## src/rtl/sample_delta_detector.sv

```systemverilog
// Tracks the last accepted signed sample and emits a registered delta with step flags,
// plus a debounced, saturating zero-crossing counter for the status/LED logic.
module sample_delta_detector #(
  parameter int WIDTH     = 4,
  parameter int THRESH    = 2,
  parameter int HOLDOFF   = 2,
  parameter int CNT_WIDTH = 8
) (
  input  logic                 clk,
  input  logic                 rst,
  input  logic                 clear,
  input  logic                 in_valid,
  input  logic [WIDTH-1:0]     in_sample,
  output logic                 out_valid,
  output logic [WIDTH:0]       out_delta,
  output logic                 out_rising,
  output logic                 out_falling,
  output logic                 zero_cross,
  output logic [CNT_WIDTH-1:0] cross_count,
  output logic                 primed
);

  localparam int HCW = (HOLDOFF > 0) ? $clog2(HOLDOFF + 1) : 1;
  localparam logic signed [WIDTH+1:0] THR_POS = (WIDTH + 2)'(THRESH);
  localparam logic signed [WIDTH+1:0] THR_NEG = -THR_POS;

  typedef enum logic [1:0] {EMPTY, RUN, HOLD} state_t;

  state_t                  state;
  logic signed [WIDTH-1:0] prev_q;
  logic [HCW-1:0]          hcnt;

  logic signed [WIDTH-1:0] samp_p0;
  logic signed [WIDTH:0]   delta_p0;
  logic signed [WIDTH+1:0] delta_x_p0;
  logic                    cross_p0;
  logic                    rise_p0;
  logic                    fall_p0;

  function automatic logic [CNT_WIDTH-1:0] sat_inc(input logic [CNT_WIDTH-1:0] c);
    return (&c) ? c : c + 1'b1;
  endfunction

  // Stage p0: combinational delta and classification of the incoming sample
  assign samp_p0    = $signed(in_sample);
  assign delta_p0   = (WIDTH + 1)'(samp_p0) - (WIDTH + 1)'(prev_q);
  assign delta_x_p0 = (WIDTH + 2)'(delta_p0);
  assign cross_p0   = samp_p0[WIDTH-1] ^ prev_q[WIDTH-1];
  assign rise_p0    = (delta_x_p0 >= THR_POS);
  assign fall_p0    = (delta_x_p0 <= THR_NEG);

  // Stage p1: registered outputs, sample history and crossing state
  always_ff @(posedge clk) begin
    if (rst) begin
      state       <= EMPTY;
      prev_q      <= '0;
      hcnt        <= '0;
      out_valid   <= 1'b0;
      out_delta   <= '0;
      out_rising  <= 1'b0;
      out_falling <= 1'b0;
      zero_cross  <= 1'b0;
      cross_count <= '0;
      primed      <= 1'b0;
    end else begin
      out_valid <= 1'b0;
      if (in_valid) begin
        prev_q <= samp_p0;
        unique case (state)
          EMPTY: begin
            state  <= RUN;
            primed <= 1'b1;
          end
          default: begin
            out_valid   <= 1'b1;
            out_delta   <= delta_p0;
            out_rising  <= rise_p0;
            out_falling <= fall_p0;
            if (state == RUN) begin
              zero_cross <= cross_p0;
              if (cross_p0) begin
                cross_count <= sat_inc(cross_count);
                if (HOLDOFF > 0) begin
                  hcnt  <= HCW'(HOLDOFF);
                  state <= HOLD;
                end
              end
            end else begin
              // Suppressed window: the sample that empties the counter is still suppressed
              zero_cross <= 1'b0;
              hcnt       <= hcnt - 1'b1;
              if (hcnt == HCW'(1)) state <= RUN;
            end
          end
        endcase
      end
      if (clear) cross_count <= '0;
    end
  end

endmodule

```

## config.mk

```make
export PLATFORM = sky130hd
export DESIGN_NAME = sample_delta_detector
export DESIGN_NICKNAME = d
export VERILOG_FILES = /design/src/rtl/sample_delta_detector.sv
export SDC_FILE = /design/constraint.sdc
export NUM_CORES = 1
export LEC_CHECK = 0
export BUFFER_PORTS_ARGS = -buffer_cell sky130_fd_sc_hd__buf_2
export CAP_MARGIN = 25
export CORE_UTILIZATION = 45
export DETAILED_ROUTE_END_ITERATION = 12
export PLACE_DENSITY = 0.74
export SETUP_SLACK_MARGIN = 0.02
export SYNTH_ARGS = -nofsm -noshare
export SYNTH_HDL_FRONTEND = slang
export SYNTH_SLANG_ARGS = --single-unit
```

## constraint.sdc

```tcl
create_clock -name clk -period 2.1 [get_ports clk]
set_input_delay 0.315 -clock clk [delete_from_list [all_inputs] [get_ports clk]]
set_output_delay 0.315 -clock clk [all_outputs]
set_load 0.02 [all_outputs]
```

* Word level (Yosys, flattened, before mapping)
Index checks and enable logic that the tools add are counted.
** Storage, ports and cells
- Output and inout bits :: 18
- Memory bits (read-only) :: 0
- Input port bits :: 8
- Logic and storage cells :: 40
- Bits in latches :: 0
- Memory bits (writable) :: 0
- Memories :: 0
- Flip-flop bits (word level) :: 26
** Cells by class
- $mul :: 0
- Bitwise operators :: 4
- Mux-type cells :: 7
- Order comparisons :: 2
- Div/mod/pow operators :: 0
- Shift-type cells :: 0
- Reduce and logical (&&, ||, !) cells :: 10
- Add/subtract/negate cells :: 3
- Equality and inequality tests :: 4
** Operator list (count)
- 2-to-1 mux 2 bit :: 5
- adder 8 x 1 -> 8 bit (second input constant) :: 1
- AND reduction 8 bit :: 1
- AND reduction 3 bit :: 2
- greater-or-equal comparator 5 x 3 -> 1 bit (second input constant) :: 1
- <= comparator 5 x 2 -> 1 bit (second input constant) :: 1
- AND reduction 5 bit :: 1
- subtractor 4 x 4 -> 5 bit :: 1
- equality test 2 x 1 -> 1 bit (second input constant) :: 2
- AND reduction 2 bit :: 2
- OR reduction 2 bit :: 2
- inequality test 3 x 2 -> 1 bit (second input constant) :: 1
- inverter 1 bit :: 3
- nonzero test 3 bit :: 1
- zero test 2 bit :: 1
- 2-to-1 mux 1 bit :: 2
- inequality test 2 bit (second input constant) :: 1
- subtractor 2 x 1 -> 2 bit (second input constant) :: 1
- XOR 1 bit :: 1

* Depth between registers and ports, before layout
- Depth in word-level cells :: 4
- Depth in mapped cells :: 8
- Depth with buffers taken out :: 7

* Least setup slack after synthesis
Ideal clock, no wire load.
- Path kind :: register to register
- Start :: reg prev_q[3]
- End :: reg cross_count[5]
- Clock period less this slack :: 1.872 ns
- Buffers on the path :: 2
- Slack :: 0.228 ns
- Library setup time :: 0.070 ns
- Stages on the path, launching flop included :: 9
- Data arrival time :: 1.802 ns
- Data required time :: 2.030 ns
- Cell sequence :: dfxtp_1 inv_1 ha_1 buf_6 and4bb_1 buf_6 o21ai_4 or4_1 a21oi_1
** On the way
- Longest elaborated chain between the ends :: 2
** Ends and longest elaborated chain
- start: declaration :: line 30 : logic signed [WIDTH-1:0] prev_q;
- start signal: assignment :: line 68 : prev_q <= samp_p0;
- XOR 1 bit :: line 48 : assign cross_p0 = samp_p0[WIDTH-1] ^ prev_q[WIDTH-1];
- AND reduction 5 bit (no source line)
- end signal: assignment :: line 82 : cross_count <= sat_inc(cross_count);
- end: declaration :: line 19 : output logic [CNT_WIDTH-1:0] cross_count,
Every way passes these cells.
A chain may end at the register's enable or synchronous reset.

* Worst setup path in the final report
Same ends and word-level chain as after synthesis.

==> impl_metrics.env <==
export IMPL_drive_above_1_share_pct=20.8
export IMPL_powerDensity_nw_per_um2=712
export IMPL_nNetsFinal=184
export IMPL_yosys_area_share_adder_pct=7.45
export IMPL_vias=1097
export IMPL_holdWs_ps=220
export IMPL_slew_headroom_pct=43.2
export IMPL_min_period_ps=1810
export IMPL_row_count=18
export IMPL_die_w_um=55.3
export IMPL_setup_violations=0
export IMPL_skew_ps=17.5
export IMPL_pwr_share_seq_pct=50.8
export IMPL_cts_tree="built"
export IMPL_avgSynthCellArea_um2=8.86
export IMPL_drcViolationCount=0
export IMPL_ir_drop_mv=0.556
export IMPL_startpoint_type="flip-flop"
export IMPL_grt_util_all_layers_pct=16.8
export IMPL_maxCapViolations=0
export IMPL_grt_pass1_vias=1018
export IMPL_htreeDepth=1
export IMPL_power_leakage_nw=0.664
export IMPL_cts_hold_buf=0
export IMPL_portBuffers=25
export IMPL_async_flop_share_pct=0
export IMPL_first_pass_iters=6
export IMPL_critPathCaptureType="flip-flop"
export IMPL_synth_xor_area_share_pct=2.75
export IMPL_rsz0062_at_grt="false"
export IMPL_syn_inst=144
export IMPL_p_sw_mw=0.265
export IMPL_clkLatencyLatePin_ps=330
export IMPL_placed_area_um2=1410
export IMPL_cts_sinks=26
export IMPL_power_frac_comb_pct=15.7
export IMPL_seq_area_frac_synth_pct=40.8
export IMPL_finalCritPeriodShare_pct=86.4
export IMPL_clkPwrFrac_pct=33.5
export IMPL_synthMuxAreaShare_pct=5.49
export IMPL_synth_ff_type="dfxtp_1"
export IMPL_synth_compound_area_share_pct=13.2
export IMPL_dpl_hpwl_mm=1.81
export IMPL_design_core_area_um2=2570
export IMPL_max_freq_ghz=0.551
export IMPL_postCtsSetupBuffers=0
export IMPL_ant_nets=0
export IMPL_ys_types=39
export IMPL_yosys_area_share_simple_pct=25.2
export IMPL_io_pins=26
export IMPL_wl_mm=2.46
export IMPL_dr_first_iter_drc_count=19
export IMPL_clkTransAtPathRegs_ps=150
export IMPL_clockRootBuffer="clkbuf_4"
export IMPL_crit_type="reg2reg"
export IMPL_die_h_um=55.3
export IMPL_cp_arrival_ps=2100
export IMPL_area_delta_synth_final_pct=14.7
export IMPL_p_int_mw=0.777
export IMPL_hold_violations=0
export IMPL_finalInstanceArea_um2=1460
export IMPL_hold_class="in2reg"
export IMPL_ys_ff_latch=26
export IMPL_place_congestion=0.788
export IMPL_worst_pin_slew_ps=846
export IMPL_synth_top_family_by_area="simple AND/OR/NAND/NOR gates"
export IMPL_die_area_um2=3050
export IMPL_synthesis_area_um2=1280
export IMPL_timing_final_ws_setup_ps=286
export IMPL_place_ws_ps=220
export IMPL_overflow=0
export IMPL_setup_tns_ps=0
export IMPL_routed_via_density=5.54
export IMPL_grt_max_degree=22
export IMPL_cts_buffers=3
export IMPL_mostFrequentLayoutCells="nor2_1, dfxtp_1, buf_2"
export IMPL_synth_nets=159
export IMPL_slew_violations=0
export IMPL_antenna_found_initial=0
export IMPL_clockBufferDepth=2
export IMPL_num_antenna_cells=0
export IMPL_wire_per_inst_um=12.4
export IMPL_yosysWarnings=0
export IMPL_crit_required_ps=2380
export IMPL_grt_first_pass_wirelength_mm=4.24
export IMPL_worst_path_max_fanout=10
export IMPL_cts_resized=0
export IMPL_switching_share_pct=25.4
export IMPL_outcome="complete, no violations"
export IMPL_synth_edf_count=0
export IMPL_start_util_pct=49.7
-- registers in the layout, indices dropped and copies added, names as in the netlist --
name / count
state: 2
prev_q: 4
hcnt: 2
out_falling: 1
out_valid: 1
out_delta: 5
out_rising: 1
cross_count: 8
primed: 1
zero_cross: 1
-- layout make-up --
cell class / count / area (um2)
fillers: 251 / 1100
multi-input cells: 105 / 691
flip-flops and latches: 26 / 520
repair buffers: 27 / 140
well taps: 30 / 37.5
clock inverters: 1 / 30.0
clock buffers: 3 / 22.5
inverters: 6 / 22.5
-- final timing paths --
kind | startpoint | end | slack, ps | cells past startpoint
worst max register to register | prev_q[3] | cross_count[5] | 290 | 6
worst max-delay path | prev_q[3] | cross_count[5] | 290 | 6
worst min register to register | hcnt[1] | hcnt[1] | 470 | 2
worst min-delay path | in_sample[0] | prev_q[0] | 220 | 3
-- cell usage after synthesis (all sizes together), types with 2 or more instances --
| cell type | instances | area share (%) |
|---|---|---|
| a211oi | 2 | 1.2 |
| a21oi | 11 | 4.3 |
| and2b | 2 | 1.4 |
| buf | 5 | 2.7 |
| clkbuf | 2 | 0.59 |
| dfxtp | 26 | 41 |
| ha | 6 | 5.9 |
| inv | 6 | 1.8 |
| mux2i | 7 | 5.5 |
| nand2 | 7 | 2.1 |
| nand2b | 2 | 0.98 |
| nand3 | 6 | 2.4 |
| nand3b | 4 | 2.4 |
| nand4 | 2 | 1.5 |
| nor2 | 26 | 7.6 |
| nor3 | 2 | 0.78 |
| o211ai | 2 | 1.2 |
| o21ai | 5 | 2.8 |
| o31ai | 2 | 1.2 |
| or3 | 2 | 0.98 |
| or4 | 2 | 1.2 |
| xor2 | 4 | 2.7 |
-- per-stage QoR --
stage	util, %	power, mW	instances
floorplan	-	0.666	144
global placement	55.0	0.699	194
detailed placement	55.0	0.703	194
CTS	57.0	1.05	198
global route	57.0	1.08	198
finish	57.0	1.04	198
-- metal layers --
metal  vias up  track usage, %  wire length (um)
met4         0            6.79                42
met1       519            20.3              1120
met5         -               0                 0
met2        20            29.9              1230
met3         5            2.11                73
li1        553               -                 -
-- power groups by stage --
stage | Combinational (mW) | Sequential, mW | Clock (mW)
2_1_floorplan | 0.111 | 0.554 | 0
3_3_place_gp | 0.160 | 0.539 | 0
3_5_place_dp | 0.163 | 0.540 | 0
4_1_cts | 0.165 | 0.530 | 0.353
5_1_grt | 0.184 | 0.532 | 0.369
6_report | 0.164 | 0.529 | 0.349
-- logic make-up after synthesis --
family	count (synthesis)
simple gates	61
compound gates	26
flops	26
buf+inv	13
mux	7
fa+ha+maj	7
xor+xnor	4
-- critical path, cell delays in order (launching register included) --
cell      delay [ps]
dfxtp_1          350
inv_1             40
ha_1             290
and4bb_1         350
o21ai_4          130
or4_1            480
a21oi_1          140
Note: power is estimated with default switching activity, not from simulation.
